<file path="src/rtl/nco_digit_serializer.sv">
`default_nettype none
// ============================================================================
//  Module      : nco_digit_serializer
//  Description : Parallel-to-serial converter. A W-bit word is captured into a
//                holding buffer, moved into a shift register, and emitted
//                LSB-first as W/2 two-bit digits with valid and start-of-frame
//                flags. The buffer lets the next word arrive while the current
//                one is shifting, so consecutive words stream with no gap.
//  Revision    : 1.0 - initial release
// ============================================================================
module nco_digit_serializer #(
    parameter int W = 12
) (
    input  logic         clk,
    input  logic         nRst,
    input  logic         En,
    input  logic         Load,
    input  logic [W-1:0] Din,
    output logic         Rdy,
    output logic         Vld,
    output logic         Sof,
    output logic [1:0]   Dout
);

    localparam int ND = W / 2;
    localparam int CW = (ND > 1) ? $clog2(ND) : 1;
    localparam logic [CW-1:0] LAST_DIGIT = CW'(ND - 1);

    typedef enum logic [0:0] {
        ST_IDLE  = 1'b0,
        ST_SHIFT = 1'b1
    } state_t;

    state_t          state_q;
    logic [W-1:0]    buf_q;
    logic            buf_vld_q;
    logic [W-1:0]    shift_q;
    logic [CW-1:0]   cnt_q;
    // Set on the first edge after reset release; keeps Rdy low while in reset
    // and for the rest of the cycle in which reset is released.
    logic            live_q;

    logic            accept;

    // Handshake is derived from registered state and En only, never from Load.
    assign Rdy    = En & live_q & ~buf_vld_q;
    assign accept = Load & Rdy;

    // Outputs are gated by En so a frozen block shows nothing on the bus.
    assign Vld  = En & (state_q == ST_SHIFT);
    assign Sof  = Vld & (cnt_q == '0);
    assign Dout = Vld ? shift_q[1:0] : 2'b00;

    // Buffer, shifter, digit counter and FSM; everything holds while En=0.
    always_ff @(posedge clk or negedge nRst) begin
        if (!nRst) begin
            state_q   <= ST_IDLE;
            buf_q     <= '0;
            buf_vld_q <= 1'b0;
            shift_q   <= '0;
            cnt_q     <= '0;
            live_q    <= 1'b0;
        end else begin
            live_q <= 1'b1;
            if (En) begin
                // accept implies the buffer is empty, so it never collides
                // with a transfer that clears buf_vld_q on the same edge.
                if (accept) begin
                    buf_q     <= Din;
                    buf_vld_q <= 1'b1;
                end
                case (state_q)
                    ST_IDLE: begin
                        if (buf_vld_q) begin
                            shift_q   <= buf_q;
                            buf_vld_q <= 1'b0;
                            cnt_q     <= '0;
                            state_q   <= ST_SHIFT;
                        end
                    end
                    ST_SHIFT: begin
                        if (cnt_q == LAST_DIGIT) begin
                            if (buf_vld_q) begin
                                // Reload on the last digit gives gap-free streaming.
                                shift_q   <= buf_q;
                                buf_vld_q <= 1'b0;
                                cnt_q     <= '0;
                            end else begin
                                state_q <= ST_IDLE;
                            end
                        end else begin
                            shift_q <= {2'b00, shift_q[W-1:2]};
                            cnt_q   <= cnt_q + CW'(1);
                        end
                    end
                    default: state_q <= ST_IDLE;
                endcase
            end
        end
    end

endmodule
`default_nettype wire
</file>
<file path="config.mk">
export PLATFORM = sky130hd
export DESIGN_NAME = nco_digit_serializer
export DESIGN_NICKNAME = d
export VERILOG_FILES = /design/src/rtl/nco_digit_serializer.sv
export SDC_FILE = /design/constraint.sdc
export NUM_CORES = 1
export LEC_CHECK = 0
export CAP_MARGIN = 20
export CORE_UTILIZATION = 50
export CTS_BUF_LIST = sky130_fd_sc_hd__clkbuf_8
export DETAILED_ROUTE_END_ITERATION = 8
export HOLD_SLACK_MARGIN = 0.03
export PLACE_DENSITY = 0.76
export SYNTH_ARGS = -nofsm -noshare
export SYNTH_HDL_FRONTEND = slang
export SYNTH_SLANG_ARGS = --single-unit
</file>
<file path="constraint.sdc">
create_clock -name clk -period 3.2 [get_ports clk]
set_input_delay 0.32 -clock clk [delete_from_list [all_inputs] [get_ports clk]]
set_output_delay 0.32 -clock clk [all_outputs]
set_load 0.02 [all_outputs]
</file>
==> metrics.txt, run 1 <==
vias between 900 and 1000; pin count of the biggest net entering global routing 31; peak fanout along the critical path 13; max incr delay on CP 0.63 ns; H-tree levels 2; critical setup path kind input port to primary output; die width between 50 and 60 um; cts bufs inserted 5; Seq/Total Area, Yosys around 54%; post-route ant nets 0; Synth Register Bits 30; I/O Buffers 20; Post-synth EDFFs 0; row cnt 18; ant diodes 0; Final nets between 150 and 200; initial antenna violation count 0; Die Y roughly 55 um; DP HPWL 1708 um; Clock Skew approximately 0.0074 ns; Tmin final ~2.4 ns; yosys warns 0; grt ovf 0; status completed; die area slightly below 3000 um^2; routed wire length approximately 2600 um; Hold WC Path Type input port to asynchronous set/reset pin; internal power around 1.1 mW; CP Launch Type input port; routed len/inst around 16 um; top-count cell post-synth dfrtp_1; relative slew slack ~40%; area of the multi-input gates around 570 um^2; period utilization 76.43%; post-CTS resize count 0; first-iteration detailed-routing DRC count 22; critical path cell sequence clkdlybuf4s50_1 -> nand2_1 -> nor3b_1 -> clkdlybuf4s50_1; vias per inst 5.659; Worst-path clk slew ~0.07 ns; fmax just over 400 MHz; Syn-to-layout area delta 22.60%; Critical Path Sink Type primary output; Sink Count 30; Post-Syn Area 1384 um^2; combinational share of power about a third; Pins Over Slew Limit 0; Yosys top cell by area dfrtp_1; Worst Path Arrival ~2.1 ns; DRC 0; clock root cell clkbuf_8; Synth Flop Type dfrtp_1; CTS Hold Bufs 0; Final Hold Fails 0; clk_lat worst skew around 0.28 ns; core area about 2500 um^2; Most common cell on crit path clkdlybuf4s50_1; final setup vio count 0; leakage ~0.8 nW; GRT Util Overall 21.63%; clock tree buffer depth 2; VDD IR max between 0.7 and 0.8 mV; PD cells about 950 nW/um^2; distinct cell type count after synthesis 35; global-route wire length before repair about 4300 um; reg2reg start cnt_q[0]; Required @ worst endpoint roughly 2.9 ns; delay-heaviest family, CP buffers and inverters; Least-Margin Pin Slew 0.9009 ns; GP Congestion 0.7359; layout cell share with drive strength beyond 1 between 10% and 20%; ys async rst share 100.0%; filler instances 199; critical path's slowest cell clkdlybuf4s50_1; top-area cell type share of the netlist area between 50 and 60%; Cells after Synth about 110; Setup crit start En; max-cap viol count 0; sw frac around a third; worst path bufs/invs 2; power consumption 1.613 mW; top cells by area, synth dfrtp_1 (54%), mux2_4 (9.8%), a2bb2oi_1 (5.1%); post-synthesis average cell area between 10 and 15 um^2; Post-CTS Setup Bufs 0; clock power share 23.0%; RSZ-0062 raised after global routing false; first-pass detailed-route iteration total 4; storage element area between 700 and 800 um^2; Starting Density ~54%; CTS tree yes; Final TNS setup 0 ns; vias in the first global route 946; net count after synthesis around 130; part of the power in registers a little over two fifths; io pins 21; Net Sw Power around 0.52 mW; Post-synth top cells dfrtp_1 (30), nand2_1 (11), mux2_4 (9)
worst paths after layout:
| path | endpoint | slack (ns) | cells after the start |
|---|---|---|---|
| max reg2reg | shift_q[10] | 1.28 | 4 |
| min in group clk | buf_q[8] | 0.51 | 1 |
| min | buf_q[11] | 0.41 | 2 |
| max in group asynchronous | shift_q[4] | 2.51 | 2 |
| max | Sof | 0.75 | 4 |
| min reg2reg | buf_q[8] | 0.51 | 1 |
stage by stage:
step	cell area (um^2)	setup WS [ns]	util (%)	hold slack [ns]	instances
6_report	1697	0.7541	66.67	0.4149	164
5_1_grt	1697	0.6669	66.67	0.4798	164
4_1_cts	1697	0.7572	66.67	0.4259	164
3_5_place_dp	1588	0.7563	62.39	0.4959	156
3_3_place_gp	1588	0.8137	62.39	0.4876	156
2_1_floorplan	1384	1.617	-	0.02441	112
routing by layer:
| metal | track usage [%] | routed length (um) | vias up | share of wire [%] |
|---|---|---|---|---|
| met1 | 27.72 | 1253 | 456 | 48 |
| met2 | 33.53 | 1191 | 21 | 46 |
| li1 | - | - | 444 | - |
| met5 | 0 | 0 | - | 0 |
| met3 | 5.278 | 121 | 7 | 4.6 |
| met4 | 11.54 | 47 | 0 | 1.8 |
cells by family (layout without fill, tap and decap cells):
kind of cell | Yosys count | after routing | share of synthesized area (%)
compound gates | 28 | 28 | 15.82
buf+inv | 12 | 34 | 4.339
flops | 30 | 30 | 54.25
simple gates | 25 | 25 | 9.675
mux | 13 | 13 | 12.93
other cells | 1 | 1 | 0.2710
fa+ha+maj | 3 | 3 | 2.713
power groups by stage:
| stage | sequential, mW | clock (mW) | combinational [mW] |
|---|---|---|---|
| floorplan | 0.641 | 0 | 0.450 |
| global placement | 0.675 | 0 | 0.539 |
| detailed placement | 0.680 | 0 | 0.562 |
| CTS | 0.677 | 0.372 | 0.567 |
| global route | 0.701 | 0.389 | 0.625 |
| finish | 0.678 | 0.371 | 0.564 |
sequential cells by signal (all words and copies together) (netlist names):
register and count:
buf_q 12, cnt_q 3, buf_vld_q 1, state_q 1, shift_q 12, live_q 1
cell type report:
| type | instances | area share, % |
|---|---|---|
| sequential | 30 | 44.25 |
| multi-input combinational | 70 | 33.78 |
| timing repair buffer | 21 | 12.24 |
| clock buffer | 5 | 4.056 |
| clock inverter | 3 | 2.360 |
| tap | 30 | 2.212 |
| inverter | 5 | 1.106 |
layout by cell type, fill, tap and decap left out, drive strengths merged, types with 2 or more instances in the layout:
master          n
a2bb2oi         8
and3            2
clkbuf          5
clkdlybuf4s50  20
clkinv          2
dfrtp          30
ha              3
inv             5
mux2           12
nand2          12
nor2b           2
nor3b           2
o211ai          2
o21ai           3
o221a           2
o22ai           8
or3             2
Note: power is estimated with default switching activity, not from simulation.
==> run 2: changes to the inputs <==
- PLACE_DENSITY: 0.76 -> 0.79
- clock period: 3.2 -> 2.25 ns (I/O delays scaled with it)
==> metrics.txt, run 2 (synthesized netlist as in run 1, its figures left out) <==
status completed; die width 54.61 um (unchanged); global-route wire length before repair 4250 um (-1.1%); first-pass detailed-route iteration total 4 (unchanged); biggest regs buf_q: 12 flops, shift_q: 12 flops, cnt_q: 3 flops; Worst-path clk slew 0.06 ns (about the same); CTS tree yes; cts bufs inserted 5 (unchanged); routed len/inst 15.16 um (-4.9%); Least-Margin Pin Slew 0.5304 ns (-0.3705 ns); initial antenna violation count 0 (unchanged); clock root cell clkbuf_8; Sink Count 30 (unchanged); Critical Path Sink Type primary output; Placed Area 1610 um^2 (+1.4%); Starting Density 54.38% (unchanged); fmax between 400 and 500 MHz; vias 937 (+0.97%); Required @ worst endpoint 2.03 ns (-0.85 ns); first-iteration detailed-routing DRC count 14 (-36%); fin area 1719 um^2 (+1.3%); leakage 0.7981 nW (+1.7%); row cnt 18 (unchanged); routed wire length 2531 um (-3.2%); Final nets 155 (+2.0%); Final Hold Fails 0 (unchanged); ant diodes 0 (unchanged); GRT Util Overall 22.13% (+0.50 points); max-cap viol count 0 (unchanged); vias per inst 5.611 (-0.84%); Syn-to-layout area delta 24.23%; relative slew slack 64.63% (+25 points); most frequent cells in the layout dfrtp_1 (30), clkdlybuf4s50_1 (20), nand2_1 (11); period utilization around 90%; I/O Buffers 20 (unchanged); Final TNS setup 0 ns (unchanged); post-route ant nets 0 (unchanged); Tmin final 2.044 ns; critical setup path kind input port to primary output; Final Worst Setup Slack 0.2061 ns (-0.5481 ns); DP HPWL 1688 um (-1.2%); core area 2545 um^2 (unchanged); Worst Path Arrival 1.82 ns (-0.31 ns); io pins 21 (unchanged); PD cells 1343 nW/um^2 (+41%); VDD IR max 0.8691 mV (+12%); Setup Slack @ Placement 0.2061 ns (-0.5502 ns); clock tree buffer depth 2 (unchanged); power consumption 2.309 mW (+43%); grt ovf 0 (unchanged); R2R Setup Slk 0.42 ns (-0.86 ns); final setup vio count 0 (unchanged); GP Congestion 0.7282 (-1.0%); pin count of the biggest net entering global routing 31 (unchanged); CTS Hold Bufs 0 (unchanged); Pins Over Slew Limit 0 (unchanged); Hold WC Path Type input port to asynchronous set/reset pin; DRC 0 (unchanged); Post-CTS Setup Bufs 0 (unchanged); RSZ-0062 raised after global routing false; most common library cell in the layout ignoring fill and taps dfrtp_1; layout cell share with drive strength beyond 1 17.52% (+1.8 points); Die Y 54.61 um (unchanged); die area 2982 um^2 (unchanged); vias in the first global route 957 (+1.2%); CP Launch Type input port; H-tree levels 2 (unchanged); Clock Skew 0.006982 ns (-0.0003785 ns); post-CTS resize count 0 (unchanged); peak fanout along the critical path 7 (-6); clk_lat worst skew 0.28 ns (about the same); post-layout util 67.55% (+0.88 points)
## run 2: changes by cell type in the layout (fill, tap and decap cells not counted)
cell,previous run,this run
buf_4,1,4
## run 2: report_power, final
part	switching [mW]	internal, mW	total (mW)
sequential	0.172	0.794	0.967
clock	0.199	0.325	0.525
combinational	0.356	0.461	0.817
## run 2: worst paths after layout
path	depth (start not counted)	start	endpoint
max in group asynchronous	2	nRst	buf_q[7]
max reg2reg	4	cnt_q[0]	shift_q[9]
min	2	nRst	cnt_q[1]
min reg2reg	1	buf_q[8]	buf_q[8]
max	4	En	Sof
min in group clk	1	buf_q[8]	buf_q[8]
## run 2: through the flow
step	hold WS, ns	std cells
after floorplan	-0.07059	112
after global placement	0.4847	159
after detailed placement	0.4921	159
after CTS	0.3364	167
after global routing	0.3692	167
final	0.3231	167
## run 2: layer usage
metal  GRT usage (%)  vias to the layer above  wire [um]
li1                -                      454          -
met1           27.91                      453       1252
met2           31.93                       23       1084
met3           7.778                        7        130
met4           14.10                        0         64
met5               0                        -          0
## run 2: worst max-delay path, cell delays in order
cell	delay [ns]
clkdlybuf4s50_1	0.56
nand2_1	0.17
nor3b_1	0.23
clkdlybuf4s50_1	0.63
## run 2: final cells by class
type	count	area, um^2
Clock buffer	5	68.82
Clock inverter	3	40.04
Fill cell	193	825.8
Inverter	5	18.77
Multi-Input combinational cell	70	573.1
Sequential cell	30	750.7
Tap cell	30	37.54
Timing Repair Buffer	24	230.2
